## config.mk

```make
export PLATFORM = sky130hd
export DESIGN_NAME = cwru_transceiver_rx
export DESIGN_NICKNAME = d
export VERILOG_FILES = /design/src/rtl/cwru_pkg.sv /design/src/rtl/cwru_hex7seg.sv /design/src/rtl/cwru_transceiver_rx.sv
export SDC_FILE = /design/constraint.sdc
export NUM_CORES = 1
export LEC_CHECK = 0
export BUFFER_PORTS_ARGS = -buffer_cell sky130_fd_sc_hd__buf_2
export CAP_MARGIN = 20
export CORE_ASPECT_RATIO = 1.1
export CORE_UTILIZATION = 45
export CTS_CLUSTER_DIAMETER = 60
export DETAILED_ROUTE_END_ITERATION = 7
export MAX_ROUTING_LAYER = met4
export PLACE_DENSITY = 0.68
export SYNTH_ARGS = -nofsm -noshare
export SYNTH_HDL_FRONTEND = slang
export SYNTH_SLANG_ARGS = --single-unit
export TNS_END_PERCENT = 1
```

## constraint.sdc

```tcl
create_clock -name CLK -period 2.4 [get_ports CLK]
set_input_delay 0.72 -clock CLK [delete_from_list [all_inputs] [get_ports CLK]]
set_output_delay 0.72 -clock CLK [all_outputs]
set_load 0.005 [all_outputs]
```

## src/rtl/cwru_pkg.sv

```systemverilog
`default_nettype none
// ----------------------------------------------------------------------------
// cwru_pkg : shared constants, codewords and FSM state for the CWRU link
// Rev 1.0
// ----------------------------------------------------------------------------
package cwru_pkg;

  localparam int CWRU_CLKS_PER_BIT = 12500;
  localparam int CWRU_FRAME_BITS   = 8;

  localparam logic [7:0] CODE_KEY0 = 8'h80;
  localparam logic [7:0] CODE_KEY1 = 8'hA0;
  localparam logic [7:0] CODE_KEY2 = 8'hA8;
  localparam logic [7:0] CODE_KEY3 = 8'hAA;

  typedef enum logic [1:0] {
    ST_IDLE  = 2'd0,
    ST_START = 2'd1,
    ST_DATA  = 2'd2,
    ST_DONE  = 2'd3
  } rx_state_t;

  // Active-low, bit0 = segment a ... bit6 = segment g
  localparam logic [6:0] SEG_0     = 7'b1000000;
  localparam logic [6:0] SEG_1     = 7'b1111001;
  localparam logic [6:0] SEG_2     = 7'b0100100;
  localparam logic [6:0] SEG_3     = 7'b0110000;
  localparam logic [6:0] SEG_BLANK = 7'b1111111;

  // Returns {valid, key[1:0]} for a received frame
  function automatic logic [2:0] decode_code(input logic [7:0] i_word);
    case (i_word)
      CODE_KEY0: decode_code = 3'b100;
      CODE_KEY1: decode_code = 3'b101;
      CODE_KEY2: decode_code = 3'b110;
      CODE_KEY3: decode_code = 3'b111;
      default:   decode_code = 3'b000;
    endcase
  endfunction

endpackage
`default_nettype wire

```

## src/rtl/cwru_hex7seg.sv

```systemverilog
`default_nettype none
// ----------------------------------------------------------------------------
// cwru_hex7seg : combinational digit to active-low seven-segment decoder
// Rev 1.0
// ----------------------------------------------------------------------------
module cwru_hex7seg
  import cwru_pkg::*;
(
  input  logic [3:0] i_digit,
  output logic [6:0] o_seg
);

  always_comb begin
    o_seg = SEG_BLANK;
    case (i_digit)
      4'd0:    o_seg = SEG_0;
      4'd1:    o_seg = SEG_1;
      4'd2:    o_seg = SEG_2;
      4'd3:    o_seg = SEG_3;
      default: o_seg = SEG_BLANK;
    endcase
  end

endmodule
`default_nettype wire

```

## src/rtl/cwru_transceiver_rx.sv

```systemverilog
`default_nettype none
// ----------------------------------------------------------------------------
// cwru_transceiver_rx : OOK key-press frame receiver driving HEX0
// Rev 1.0
// ----------------------------------------------------------------------------
module cwru_transceiver_rx
  import cwru_pkg::*;
#(
  parameter int CLKS_PER_BIT = CWRU_CLKS_PER_BIT,
  parameter int FRAME_BITS   = CWRU_FRAME_BITS,
  parameter int RX_PIN       = 15
) (
  input  logic        CLK,
  input  logic        RST,
  input  logic [35:0] GPIO_1,
  output logic [6:0]  HEX0
);

  localparam int CW = $clog2(CLKS_PER_BIT);
  localparam int IW = $clog2(FRAME_BITS);
  localparam logic [CW-1:0] c_bit_last  = CW'(CLKS_PER_BIT - 1);
  localparam logic [CW-1:0] c_half_last = CW'(CLKS_PER_BIT / 2 - 1);
  localparam logic [IW-1:0] c_idx_first = IW'(FRAME_BITS - 2);

  logic                  r_sync1;
  logic                  r_sync2;
  logic                  r_prev;
  rx_state_t             r_state;
  logic [CW-1:0]         r_cnt;
  logic [IW-1:0]         r_idx;
  logic [FRAME_BITS-1:0] r_shift;
  logic [6:0]            r_hex;

  logic                  w_rise;
  logic [2:0]            w_code;
  logic [6:0]            w_seg;
  logic                  w_unused_gpio;

  assign w_rise        = r_sync2 & ~r_prev;
  assign w_code        = decode_code(r_shift);
  assign w_unused_gpio = ^GPIO_1;
  assign HEX0          = r_hex;

  cwru_hex7seg u_hex7seg (
    .i_digit ({2'b00, w_code[1:0]}),
    .o_seg   (w_seg)
  );

  always_ff @(posedge CLK) begin
    if (RST) begin
      r_sync1 <= 1'b0;
      r_sync2 <= 1'b0;
      r_prev  <= 1'b0;
      r_state <= ST_IDLE;
      r_cnt   <= '0;
      r_idx   <= '0;
      r_shift <= '0;
      r_hex   <= SEG_BLANK;
    end else begin
      r_sync1 <= GPIO_1[RX_PIN];
      r_sync2 <= r_sync1;
      r_prev  <= r_sync2;
      case (r_state)
        ST_IDLE: begin
          if (w_rise) begin
            r_cnt   <= '0;
            r_state <= ST_START;
          end
        end
        ST_START: begin
          if (r_cnt == c_half_last) begin
            r_cnt <= '0;
            // A start bit that has fallen by mid-bit is treated as a glitch
            if (r_sync2) begin
              r_shift[FRAME_BITS-1] <= 1'b1;
              r_idx                 <= c_idx_first;
              r_state               <= ST_DATA;
            end else begin
              r_state <= ST_IDLE;
            end
          end else begin
            r_cnt <= r_cnt + 1'b1;
          end
        end
        ST_DATA: begin
          if (r_cnt == c_bit_last) begin
            r_cnt          <= '0;
            r_shift[r_idx] <= r_sync2;
            if (r_idx == '0) r_state <= ST_DONE;
            else             r_idx   <= r_idx - 1'b1;
          end else begin
            r_cnt <= r_cnt + 1'b1;
          end
        end
        ST_DONE: begin
          if (w_code[2]) r_hex <= w_seg;
          r_state <= ST_IDLE;
        end
        default: r_state <= ST_IDLE;
      endcase
    end
  end

endmodule
`default_nettype wire

```

; ---- After elaboration in Yosys (flattened, before gate mapping)
; Cells that the tools add are included.
[op_classes]
bitwise_logic = 2
eq_ne = 18
reduce_logical = 12
n_lt_le_gt_ge = 2
add_sub_neg = 2
n_mux = 24
[ops]
columns = operator, count
row1 = 14-bit two-way mux, 3
row2 = 14-bit case mux with 3 select lines, 1
row3 = "8-bit == test, second input constant", 4
row4 = 7-bit case mux with 4 select lines, 1
row5 = "14-bit by 1-bit adder with 14-bit output, second input constant", 1
row6 = "14-bit by 13-bit == test with 1-bit output, second input constant", 1
row7 = "14-bit == test, second input constant", 1
row8 = 3-bit two-way mux, 4
row9 = "2-bit != test, second input constant", 6
row10 = 3-bit case mux with 4 select lines, 1
row11 = 2-bit two-way mux, 5
row12 = 8-bit bitwise mux, 1
row13 = "2-bit == test, second input constant", 4
row14 = 8-bit two-way mux, 1
row15 = 2-bit case mux with 4 select lines, 1
row16 = 4-bit AND reduction, 2
row17 = 3-bit case mux with 2 select lines, 1
row18 = 2-bit AND reduction, 3
row19 = 5-bit AND reduction, 1
row20 = "2-bit by 1-bit == test with 1-bit output, second input constant", 2
row21 = 4-bit logical NOT, 1
row22 = "3-bit by 4-bit < comparator with 1-bit output, second input constant", 1
row23 = 1-bit demux with 3-bit select, 1
row24 = "3-bit by 1-bit greater-or-equal comparator with 1-bit output, second input constant", 1
row25 = other kinds (10), 12
[totals]
reg_bits = 37
out_inout_bits = 7
inputBits = 38
wordCells = 69

; ---- Longest topological paths before layout
[depth]
word_depth = 7
ltp_mapped = 9
ltp_nobuf = 8

; ---- By module
; From an unflattened synthesis, not the netlist that was laid out.
[unflattened]
cells_unflattened = 216
hier_area_um2 = 1974.4
[by_module_without_submodules]
columns = module, instances, seq_area_each_um2, area_per_inst_um2, cells_each
row1 = cwru_transceiver_rx, 1, 740.7, 1921.8, 206
row2 = cwru_hex7seg, 1, 0.0, 52.6, 10

; ---- Worst setup path before layout
; Ideal clock, no wire load.
[synth_path]
path_type = register to register
start = register r_idx[0]
end = register with a tool-made name
arrival_ps = 1882
path_stages_with_launch = 10
synth_period_minus_slack_ps = 1942
slack_ps = 458
setup_ps = 60
path_buffers = 1
t_required_ps = 2340
cell_sequence = dfxtp_1 -> clkbuf_1 -> inv_1 -> ha_1 -> ha_1 -> and4b_1 -> nand4_2 -> a2111oi_2 -> mux2i_1 -> and2_1
[synth_lines]
columns = element, line
row1 = start: declaration, cwru_transceiver_rx.sv:30  ; logic [IW-1:0] r_idx;
row2 = start signal: assignment, cwru_transceiver_rx.sv:76  ; r_idx <= c_idx_first;
row3 = start signal: assignment, cwru_transceiver_rx.sv:90  ; else r_idx <= r_idx - 1'b1;

; ---- Worst setup path in the final report
[layout_path]
start = register r_cnt[0]
end = register r_cnt[6]
[layout_between]
elab_chain_len = 3
word_cells_on_any_way = 6
cone_classes = add/sub: 1 / eq/ne: 2 / mux: 3
[layout_lines]
columns = element, line
row1 = start: declaration, cwru_transceiver_rx.sv:29  ; logic [CW-1:0] r_cnt;
row2 = start signal: assignment, cwru_transceiver_rx.sv:82  ; r_cnt <= r_cnt + 1'b1;
row3 = start signal: assignment, cwru_transceiver_rx.sv:92  ; r_cnt <= r_cnt + 1'b1;
row4 = 14-bit by 1-bit adder with 14-bit output (tied with other cells), "cwru_transceiver_rx.sv:82, cwru_transceiver_rx.sv:92"
row5 = "14-bit two-way mux, on equally long branches", "cwru_transceiver_rx.sv:86, cwru_transceiver_rx.sv:71"
row6 = 14-bit case mux with 3 select lines *, cwru_transceiver_rx.sv:63  ; case (r_state)
; Every way passes the cells marked *; elsewhere a longest branch is shown, timed or not.
; A chain may end at the register's enable or synchronous reset.

==> flow_metrics.tcl <==
set metrics [dict create \
    status "finished, final reports clean" \
    die_h_microns 71.3 \
    cts.sinks 36 \
    h-tree-depth 2 \
    netlist_area_sq_mm 0.00196 \
    num_rows 24 \
    max_freq_mhz 491 \
    synth_top_area_cell "dfxtp_1" \
    layout.nets 286 \
    synth_flop_cell "dfxtp_1" \
    avgSynthCellArea_sq_um 8.62 \
    grt_pass1_vias 1539 \
    fin_skew_ns 0.00935 \
    hp-class "register to register" \
    final_common_cell "dfxtp_1" \
    clk_latency_ns 0.29 \
    synthArstFlopShare 0 \
    antenna_found_initial 0 \
    grt_first_pass_wirelength_microns 6640 \
    num_vias 1688 \
    preCtsSetupSlack_ns 0.360 \
    layout_common_cells "dfxtp_1 (36), nor2_1 (23), nand2_1 (18)" \
    cap_violations 0 \
    cts_tree "yes" \
    start_kind "register" \
    critical_path.max_fanout 10 \
    wl_met3_microns 138 \
    cts_root_buf "clkbuf_8" \
    cts_resized 0 \
    ys_seq_area_frac 0.367 \
    clk_path_buf_depth 2 \
    drc_errors 0 \
    cellLeakagePower_nw 0.829 \
    cp_slowest_cell "dfxtp_1" \
    fin_crit_sh 0.849 \
    clkTransAtPathRegs_ns 0.07 \
    m1WireLength_microns 1820 \
    critPathKind "register to register" \
    routed.top_layer "met4" \
    synth-seq-cells 36 \
    crit_family "compound AO/OA/AOI/OAI gates" \
    syn_inst 228 \
    finalSetupViolations 0 \
    core_area_sq_mm 0.00408 \
    cts_hold_buf 0 \
    p_per_area_mw_per_mm2 600 \
    cts_inserted_buffers 5 \
    drt_iter0_markers 103 \
    hold_viol_final 0 \
    yosys.area.top_type_share 0.367 \
    grt_start_max_net_pins 16 \
    start_util 0.481 \
    timing.final.ws_setup_ns 0.363 \
    wl_per_cell_microns 13.5 \
    layout-drive-gt1-share 0.121 \
    dp_hpwl_microns 2900 \
    ant_nets 0 \
    crit_path_max_incr_delay_ns 0.43 \
    hold_slack_ns 0.447 \
    num_antenna_cells 0 \
    worst_slew_pin_slew_ns 0.430 \
    track_usage 0.191 \
    crit_arrival_ns 2.20 \
    dr.pass1.iters 4 \
    worst-endpoint-required_ns 2.57 \
    synth.net_count 275 \
    io_buffers 9 \
    fin_crit_ns 2.04 \
    route.met2.wl_microns 1930 \
    dieArea_sq_mm 0.00463 \
    grt_overflow_total 0 \
    synth_cell_type_count 52 \
    gp_congestion 0.881 \
    setup_tns_ns 0 \
    drt_wl_total_microns 3950 \
    yosys_warnings 0 \
    rsz0062_at_grt "false" \
    path_cells "ha_1, and4bb_1, nand4_4, a22o_1, a31oi_4, nor2_1" \
    ir_worst_vdd_v 0.000467 \
    postCtsSetupBuffers 0 \
    area.growth.synth_to_final_pct 11.2 \
    fillers 392 \
    vias_per_cell 5.78 \
    end_kind "register" \
    synth.area.top_cells "dfxtp_1 (37%), ha_1 (5.7%), nor2_1 (4.4%), mux2i_1 (4.1%), nand4_1 (3.5%)" \
    maxSlewViolCount 0 \
    cp.buffers_inverters 0 \
    io_pins 45 \
    slew_headroom 0.713 \
    synth_edf_count 0 \
    die_x_microns 65.0 \
]
cell type report:
type	count	area [sq um]	share of cell area
Timing Repair Buffer	11	60.1	0.0275
Tap cell	52	65.1	0.0298
Clock inverter	1	30.0	0.0137
Sequential cell	36	721	0.330
Clock buffer	7	96.3	0.0441
Multi-Input combinational cell	169	1150	0.527
Inverter	16	60.1	0.0275
cell families after synthesis:
| group | share of synthesized area |
|---|---|
| buffers and inverters | 0.0465 |
| xor gates and xnor gates | 0.0268 |
| DFF | 0.367 |
| muxes | 0.0465 |
| adders and majority gates | 0.0573 |
| AOI/OAI and AO/OA | 0.157 |
| and+or+nand+nor | 0.299 |
Yosys cell counts (2+ instances only):
cell type and count:
dfxtp_1 36, nor2_1 23, nand2_1 18, inv_1 16
nand3_1 11, nand4_1 11, a21oi_1 10, o21ai_0 10
ha_1 9, mux2i_1 8, a211oi_1 5, a31oi_1 4
clkbuf_1 4, nor2b_1 4, o22ai_1 4, or3_1 4
xor2_1 4, nand2b_1 3, nor3_1 3, and2_1 2
and3_1 2, and3b_1 2, and4bb_1 2, nand4_2 2
o211ai_1 2, or4_1 2, xnor2_1 2
registers in the layout (all words and copies together), names as in the netlist, named ones only:
signal,count
HEX0,6
r_cnt,14
r_idx,3
r_prev,1
r_shift,8
r_state,1
r_sync1,1
r_sync2,1
worst paths after layout:
path             from       end  slack (ns)  cells after the start
max          r_cnt[0]  r_cnt[6]        0.36                      6
min           r_sync1   r_sync2        0.45                      1
max reg2reg  r_cnt[0]  r_cnt[6]        0.36                      6
min reg2reg   r_sync1   r_sync2        0.45                      1
report_power, final:
part / switching, mW / total, mW / internal, mW
Sequential: 0.0101 / 0.615 / 0.605
Combinational: 0.0719 / 0.110 / 0.0380
Clock: 0.219 / 0.586 / 0.367
Total: 0.301 / 1.31 / 1.01
layer usage:
layer / up-vias / global-route usage
li1: 850 / -
met1: 799 / 0.211
met2: 32 / 0.321
met3: 7 / 0.0462
met4: 0 / 0.0864
met5: - / -
stage by stage:
stage | cell area [sq um] | power [mW] | std cells | utilization
2_1_floorplan | 1960 | 0.713 | 228 | -
3_3_place_gp | 2060 | 0.739 | 284 | 0.504
3_5_place_dp | 2060 | 0.740 | 284 | 0.504
4_1_cts | 2180 | 1.32 | 292 | 0.535
5_1_grt | 2180 | 1.36 | 292 | 0.535
6_report | 2180 | 1.31 | 292 | 0.535
(Power assumes the default switching activity.)
